File: src/rtl/knn_scheduler.sv
// rtl/knn_scheduler.sv - k-NN inference scheduler
// Purpose: sequences one query: fetch each training sample, start the distance
//   calculation, write distances (then max-distance pads) into a 2^L slot array,
//   start the sort, wait for the k-type vote and hand the class to the host.
// Ports:
//   i_clk, i_rst_n                 clock, asynchronous active-low reset
//   i_query_*/o_query_ready        host query handshake, count and base address
//   o_mem_req/o_mem_addr/i_mem_ack training-memory fetch
//   o_calc_start/i_calc_done       distance calculator
//   o_slot_write/pad/index         distance-array write port
//   o_sort_start/i_sort_valid      sorter
//   i_infer_done/i_infer_type      k-type vote result
//   o_result_*/i_result_ready      result handshake to host
//   o_busy, o_err, o_err_code      status (1 bad count, 2 timeout, 3 abort)
module knn_scheduler #(
    parameter int L       = 3,
    parameter int TYPE_W  = 4,
    parameter int ADDR_W  = 10,
    parameter int TIMEOUT = 1023
) (
    input  logic              i_clk,
    input  logic              i_rst_n,
    input  logic              i_query_valid,
    output logic              o_query_ready,
    input  logic [L:0]        i_query_count,
    input  logic [ADDR_W-1:0] i_query_base,
    input  logic              i_query_abort,
    output logic              o_mem_req,
    output logic [ADDR_W-1:0] o_mem_addr,
    input  logic              i_mem_ack,
    output logic              o_calc_start,
    input  logic              i_calc_done,
    output logic              o_slot_write,
    output logic              o_slot_pad,
    output logic [L-1:0]      o_slot_index,
    output logic              o_sort_start,
    input  logic              i_sort_valid,
    input  logic              i_infer_done,
    input  logic [TYPE_W-1:0] i_infer_type,
    output logic              o_result_valid,
    output logic [TYPE_W-1:0] o_result_type,
    input  logic              i_result_ready,
    output logic              o_busy,
    output logic              o_err,
    output logic [1:0]        o_err_code
);
    localparam int         N_SLOTS   = 1 << L;
    localparam logic [L:0] SLOTS     = (L+1)'(N_SLOTS);
    localparam logic [L:0] LAST_SLOT = (L+1)'(N_SLOTS - 1);
    localparam int         WD_W      = $clog2(TIMEOUT + 1);
    localparam logic [WD_W-1:0] WD_LIM = WD_W'(TIMEOUT - 1);

    typedef enum logic [3:0] {
        IDLE, FETCH, CALC, WAIT_CALC, WRITE, PAD, SORT, WAIT_SORT, WAIT_INFER, RESULT
    } state_t;

    state_t              r_state, w_state_nxt;
    logic [L:0]          r_count, w_count_nxt;
    logic [ADDR_W-1:0]   r_base, w_base_nxt;
    logic [L:0]          r_slot, w_slot_nxt, w_slot_inc;
    logic [WD_W-1:0]     r_wdog;
    logic [TYPE_W-1:0]   r_result_type, w_type_nxt;
    logic                w_watched, w_timeout, w_err;
    logic [1:0]          w_err_code;

    logic                r_mem_req, r_calc_start, r_slot_write, r_slot_pad, r_sort_start;
    logic                r_result_valid, r_busy, r_err;
    logic [ADDR_W-1:0]   r_mem_addr;
    logic [L-1:0]        r_slot_index;
    logic [1:0]          r_err_code;

    assign w_slot_inc = r_slot + (L+1)'(1);
    assign w_watched  = (r_state == FETCH) || (r_state == WAIT_CALC) ||
                        (r_state == WAIT_SORT) || (r_state == WAIT_INFER);
    assign w_timeout  = w_watched && (r_wdog == WD_LIM);

    always_comb begin
        w_state_nxt = r_state;
        w_count_nxt = r_count;
        w_base_nxt  = r_base;
        w_slot_nxt  = r_slot;
        w_type_nxt  = r_result_type;
        w_err       = 1'b0;
        w_err_code  = 2'd0;
        case (r_state)
            IDLE: if (i_query_valid) begin
                if (i_query_count == '0 || i_query_count > SLOTS) begin
                    w_err      = 1'b1;
                    w_err_code = 2'd1;
                end else begin
                    w_count_nxt = i_query_count;
                    w_base_nxt  = i_query_base;
                    w_slot_nxt  = '0;
                    w_state_nxt = FETCH;
                end
            end
            FETCH:     if (i_mem_ack)   w_state_nxt = CALC;
            CALC:      w_state_nxt = WAIT_CALC;
            WAIT_CALC: if (i_calc_done) w_state_nxt = WRITE;
            WRITE: begin
                if (w_slot_inc < r_count) begin
                    w_slot_nxt  = w_slot_inc;
                    w_state_nxt = FETCH;
                end else if (r_count < SLOTS) begin
                    w_slot_nxt  = w_slot_inc;
                    w_state_nxt = PAD;
                end else begin
                    w_state_nxt = SORT;
                end
            end
            PAD: begin
                if (r_slot == LAST_SLOT) w_state_nxt = SORT;
                else                     w_slot_nxt  = w_slot_inc;
            end
            SORT:      w_state_nxt = WAIT_SORT;
            WAIT_SORT: if (i_sort_valid) w_state_nxt = WAIT_INFER;
            WAIT_INFER: if (i_infer_done) begin
                w_type_nxt  = i_infer_type;
                w_state_nxt = RESULT;
            end
            RESULT:    if (i_result_ready) w_state_nxt = IDLE;
            default:   w_state_nxt = IDLE;
        endcase
        // A responder that finally answers on the limit cycle still wins;
        // the watchdog only fires when the state would otherwise stall.
        if (w_timeout && w_state_nxt == r_state) begin
            w_state_nxt = IDLE;
            w_err       = 1'b1;
            w_err_code  = 2'd2;
        end
        if (i_query_abort && r_state != IDLE) begin
            w_state_nxt = IDLE;
            w_err       = 1'b1;
            w_err_code  = 2'd3;
        end
    end

    always_ff @(posedge i_clk or negedge i_rst_n) begin
        if (!i_rst_n) begin
            r_state        <= IDLE;
            r_count        <= '0;
            r_base         <= '0;
            r_slot         <= '0;
            r_wdog         <= '0;
            r_result_type  <= '0;
            r_mem_req      <= 1'b0;
            r_mem_addr     <= '0;
            r_calc_start   <= 1'b0;
            r_slot_write   <= 1'b0;
            r_slot_pad     <= 1'b0;
            r_slot_index   <= '0;
            r_sort_start   <= 1'b0;
            r_result_valid <= 1'b0;
            r_busy         <= 1'b0;
            r_err          <= 1'b0;
            r_err_code     <= 2'd0;
        end else begin
            r_state        <= w_state_nxt;
            r_count        <= w_count_nxt;
            r_base         <= w_base_nxt;
            r_slot         <= w_slot_nxt;
            r_wdog         <= (w_watched && w_state_nxt == r_state) ? r_wdog + WD_W'(1) : '0;
            r_result_type  <= w_type_nxt;
            // Outputs are registered from the next state so they line up with it.
            r_mem_req      <= (w_state_nxt == FETCH);
            r_mem_addr     <= w_base_nxt + ADDR_W'(w_slot_nxt);
            r_calc_start   <= (w_state_nxt == CALC);
            r_slot_write   <= (w_state_nxt == WRITE) || (w_state_nxt == PAD);
            r_slot_pad     <= (w_state_nxt == PAD);
            r_slot_index   <= w_slot_nxt[L-1:0];
            r_sort_start   <= (w_state_nxt == SORT);
            r_result_valid <= (w_state_nxt == RESULT);
            r_busy         <= (w_state_nxt != IDLE);
            r_err          <= w_err;
            r_err_code     <= w_err_code;
        end
    end

    assign o_query_ready  = (r_state == IDLE);
    assign o_mem_req      = r_mem_req;
    assign o_mem_addr     = r_mem_addr;
    assign o_calc_start   = r_calc_start;
    assign o_slot_write   = r_slot_write;
    assign o_slot_pad     = r_slot_pad;
    assign o_slot_index   = r_slot_index;
    assign o_sort_start   = r_sort_start;
    assign o_result_valid = r_result_valid;
    assign o_result_type  = r_result_type;
    assign o_busy         = r_busy;
    assign o_err          = r_err;
    assign o_err_code     = r_err_code;
endmodule

File: config.mk
export PLATFORM = sky130hd
export DESIGN_NAME = knn_scheduler
export DESIGN_NICKNAME = d
export VERILOG_FILES = /design/src/rtl/knn_scheduler.sv
export SDC_FILE = /design/constraint.sdc
export NUM_CORES = 1
export LEC_CHECK = 0
export ABC_CLOCK_PERIOD_IN_PS = 3100
export CORE_UTILIZATION = 45
export DETAILED_ROUTE_END_ITERATION = 12
export PLACE_DENSITY = 0.74
export SETUP_SLACK_MARGIN = 0.4
export SLEW_MARGIN = 0
export SYNTH_ARGS = -nofsm -noshare
export SYNTH_HDL_FRONTEND = slang
export SYNTH_SLANG_ARGS = --single-unit
export TNS_END_PERCENT = 20
File: constraint.sdc
create_clock -name i_clk -period 3.1 [get_ports i_clk]
set_clock_uncertainty 0.2 [all_clocks]
set_input_delay 0.62 -clock i_clk [delete_from_list [all_inputs] [get_ports i_clk]]
set_output_delay 0.62 -clock i_clk [all_outputs]
set_load 0.01 [all_outputs]
* Word-level counts from Yosys, hierarchy flattened
Cells that the tools add are included.
Widths: inputs -> output; s select.
** Storage, ports and cells
- Register bits after elaboration :: 59
- Input port bits :: 27
- Output and inout bits :: 28
** Cells by class
- Add/subtract/negate cells :: 3
- Order comparisons :: 3
- Eq/ne operators :: 19
- Muxes and demuxes :: 33
- Bitwise gates (word level) :: 1
- Reduce and logical (&&, ||, !) cells :: 15
** Operators by type and width (number)
- $mux 4 :: 15
- $mux 10 :: 4
- $pmux 4 s10 :: 1
- $eq 4x3->1 const B :: 8
- $eq 4x2->1 const B :: 3
- $eq 4x4->1 const B :: 3
- $pmux 4 s3 :: 1
- $add 10x1->10 const B :: 1
- $add 10x4->10 :: 1
- $eq 10x10->1 const B :: 1
- $eq 4x1->1 const B :: 2
- $eq 4x4->1 :: 2
- $logic_not 4->1 :: 2
- $mux 1 :: 8
- $reduce_bool 4->1 :: 2
- $mux 2 :: 3
- $logic_or 1x1->1 :: 5
- $add 4x1->4 const B :: 1
- $gt 4x4->1 const B :: 1
- $logic_and 1x1->1 :: 4
- $lt 4x4->1 :: 1
- $lt 4x4->1 const B :: 1
- $mux 3 :: 1
- $reduce_and 3->1 :: 1
- 2 further kinds :: 2

* Depth between registers and ports, before layout
- Word-level depth :: 12
- Depth in mapped cells :: 17
- Mapped depth without buffers :: 17

* Worst setup path after synthesis
No wires, ideal clock.
- Path kind :: input port to flip-flop
- From :: input port i_query_count[1]
- To :: register r_mem_addr[7], in the netlist o_mem_addr[7]
- Setup time :: 0.132 ns
- Arrival :: 2.929 ns
- Path slack :: -0.161 ns
- Stages on the path :: 12
- Buffers on the path :: 1
- Path through :: or4_4 > nand4_4 > clkbuf_1 > nand3_1 > o21ai_0 > ha_1 > a21o_1 > a21oi_1 > nor2b_1 > nor2_1 > nor3_1 > xnor2_1
** Between the ends
- Longest elaborated chain between the ends :: 6
- Elaborated cells on any way between the ends :: 10
- Those cells by class :: add/sub: 1; order compare: 1; mux: 6; reduce/logical: 2
** RTL lines
- start, declared :: RTL line 25 : input logic [L:0] i_query_count,
- $gt 4x4->1 or $logic_not 4->1 (tied branches) :: RTL line 87 : if (i_query_count == '0 || i_query_count > SLOTS) begin
- $logic_or 1x1->1 * :: RTL line 87
- $mux 4 * :: RTL line 87
- $mux 4 * :: RTL line 86 : IDLE: if (i_query_valid) begin
- $pmux 4 s3 * :: RTL line 85 : case (r_state)
- net w_slot_nxt[1] :: RTL line 60 : logic [L:0] r_slot, w_slot_nxt, w_slot_inc;
- $add 10x4->10 * :: RTL line 166 : r_mem_addr <= w_base_nxt + ADDR_W'(w_slot_nxt);
- end signal, assigned :: RTL line 166
- end, declared :: RTL line 68 : logic [ADDR_W-1:0] r_mem_addr;
Mark *: on every way through the listed nets, which the timed path passes. The rest lies on a longest branch.
A chain may end at the register's enable or synchronous reset.

==> metrics.txt <==
Cell Area, Synth=2850 µm²; die height=81.6 µm; Mean Syn Cell Area=10.6 µm²; top-area cell type share of the netlist area=49.2%; P_int=2.19 mW; Async S/R FF share, synth=100%; I/O pin cnt=55; ys flop type=dfrtp_1; Syn. warnings=0; share of cells above drive strength 1=34.6%; Die Area=6660 µm²; DR vias=2,401; initial antenna violation count=0; Power Dens Cells=841 nW/µm²; CP arrival=3.28 ns; post-synthesis mux area share=5.84%; Least-Margin Pin Slew=0.699 ns; largest family of logic cells by synthesized area=simple AND/OR/NAND/NOR gates; top cell type by total area after synthesis=dfrtp_1; cells after synthesis=268; Max Fclk=306 MHz; status=complete, but fails checks; EDFF count, synth=0; dominant cells by area after synthesis=dfrtp_1 49%, nand2_1 4.5%, ha_1 4.4%; adder-cell share of the synthesized area=5.09%; Ant. Diodes=0; Worst setup EP type=register; setup slack after layout=-0.166 ns; vias in the first global route=2,419; core area=6030 µm²; Sequential Area=1400 µm²; final cycle utilization of the critical path=105%; global route overflow=0; clock sink total=56; Gate power share=57.9%; H-tree Lvls=2; Remaining DRCs=0; DR iter-0 viols=79; largest fanout on the critical path=4; Max rail drop VDD=546 µV; net switching share of the total power=39.4%; WL final=7.39 mm; chip width=81.6 µm; fraction of the yosys area taken by sequential cells=49.2%; Final Max Slew Viols=0; unrepaired setup endpoints after global routing=yes; GP Congestion=0.876; Tmin final=3.27 ns; router iterations before antenna repair=4; Port-buffer cells=54; root buffer cell=clkbuf_8; slew margin rel.=53.4%; Final nets=416; Reg2Reg Depth=15; hold slack=0.127 ns; first-pass GRT wire length=11.9 mm; Clock Path Buffers=2; Synth cell types=56; Final Power=3.61 mW; fillers=428; Layout area overhead=50.8%; Finish-stage setup viols=6; TritonCTS clock tree=done; syn nets=306; static leakage=1.92 nW; Setup TNS=-0.841 ns; Hold Vio Cnt, Final=0; CP Data Required Time=3.11 ns; largest net degree at the start of global routing=28; CTS buffer count=5; clock power share=11.8%; failing checks=negative setup slack; sequential power share=30.4%; Initial Utilization=47.3%; simple-gate share of the synthesized area=20.3%; Post-Synth XOR/XNOR Area=5.84%; Compound-Gate Fraction of Synth Area=9.44%; Clk pin slew, worst setup/hold paths=0.11 ns; pre-CTS WS=-0.465 ns; flops & latches, synth=56; Antenna Nets Post-Route=0; clock insertion delay at the later pin of the skew report=0.31 ns; Min-Delay Path Class=primary input to asynchronous set/reset pin; Critical Path Start Type=register; Final HPWL DP=5.19 mm; net load switching power=1.42 mW; area of the multi-input gates=1640 µm²; MaxCap Viol Count=0; Avg Vias per Cell=5.29; average wire per standard cell=16.3 µm; row count=28; Global Route Usage Sum=24.2%; Crit Path Class=register to register; CTS Hold Bufs=0
cells in the final DEF (no fill, tap or decap), types with 5 or more instances in the layout:
master           count
dfrtp_1             54
buf_4               50
clkdlybuf4s50_1     49
nand2_1             34
inv_1               14
nor2_1              14
xnor2_1             10
buf_6                9
mux2_2               8
ha_1                 7
nor4_2               6
xor2_1               6
nor4_4               5
nand3_1              5
mux2i_1              5
nor2_4               5
clkbuf_8             5
power groups by stage:
stage               Clock (mW)  Sequential [mW]  Combinational, mW
floorplan                    0             1.13              0.837
global placement             0             1.10               1.65
detailed placement           0             1.10               1.69
CTS                      0.433             1.10               1.98
global route             0.463             1.12               2.26
finish                   0.426             1.10               2.09
final cells by class:
type,count,share of cell area (%)
timing repair buffer,113,23.4
inverter,15,1.31
clock buffer,5,1.60
tap,75,2.18
clock inverter,3,0.640
sequential,56,32.7
multi-input combinational,187,38.2
final timing paths:
kind                                  from             to  slack [ns]
min                                i_rst_n     r_state[2]        0.13
max                        o_slot_index[0]  o_mem_addr[8]       -0.17
max reg2reg                o_slot_index[0]  o_mem_addr[8]       -0.17
max in group asynchronous          i_rst_n      r_wdog[9]        1.89
min reg2reg                     r_count[0]     r_count[0]        0.29
min in group i_clk              r_count[0]     r_count[0]        0.29
routing by layer:
layer | vias to the layer above | routed length [µm] | track usage (%)
met1 | 1172 | 3110 | 30.8
met2 | 56 | 3910 | 42.2
met3 | 10 | 247 | 3.22
li1 | 1163 | - | -
met5 | - | 0 | 0
met4 | 0 | 124 | 8.25
metrics by stage:
step | utilization, % | area [µm²] | std cells
2_1_floorplan | - | 2920 | 268
3_5_place_dp | 64.2 | 3870 | 441
4_1_cts | 70.2 | 4230 | 452
3_3_place_gp | 64.2 | 3870 | 441
5_1_grt | 71.3 | 4300 | 454
6_report | 71.3 | 4300 | 454
cells by family after synthesis:
group                    Yosys count
AND/OR/NAND/NOR                  106
buffers and inverters             25
flip-flops                        56
XOR/XNOR                          19
adder cells (fa/ha/maj)           11
multiplexers                      15
AO/OA/AOI/OAI                     36
critical path: stages, from the launching register on:
cell and delay (ns):
dfrtp_2 0.46, ha_4 0.18, xor2_2 0.14, ha_1 0.28, o211ai_1 0.13, o21ai_2 0.17
nand2_1 0.07, nor2_1 0.12, nor3_2 0.08, o2111a_1 0.15, nor3_2 0.25, ha_1 0.31
a21o_1 0.23, a21oi_4 0.21, nor4_2 0.06, xnor2_1 0.13
sequential cells by signal, indices dropped and copies added, names as in the netlist:
register / cells
o_busy: 1
o_calc_start: 1
o_err: 1
o_err_code: 2
o_mem_addr: 10
o_mem_req: 1
o_result_type: 4
o_result_valid: 1
o_slot_index: 2
o_slot_pad: 1
o_slot_write: 1
o_sort_start: 1
r_base: 10
r_count: 4
r_slot: 2
r_state: 4
r_wdog: 10
synth_stat cells (all sizes together) (2+ instances only):
master	instances
xnor2	12
buf	9
and3b	2
a31oi	2
a21oi	7
nand2	34
nor4	15
dfrtp	56
o211ai	2
inv	15
nor3	9
nor2	21
and2	2
nand3	6
a2bb2oi	2
nand2b	2
nor4b	2
mux2i	5
a21o	2
nor2b	3
o21ai	7
nand4	2
ha	10
and3	2
xor2	7
mux2	10
a211oi	2
repair_timing:
action	CTS	global route
gates resized for setup	47	14
pin swaps	32	21
endpoints found under the setup margin	31	32
gates cloned	0	0
setup buffers	3	2
No activity file was read; power rests on OpenSTA's default activity.
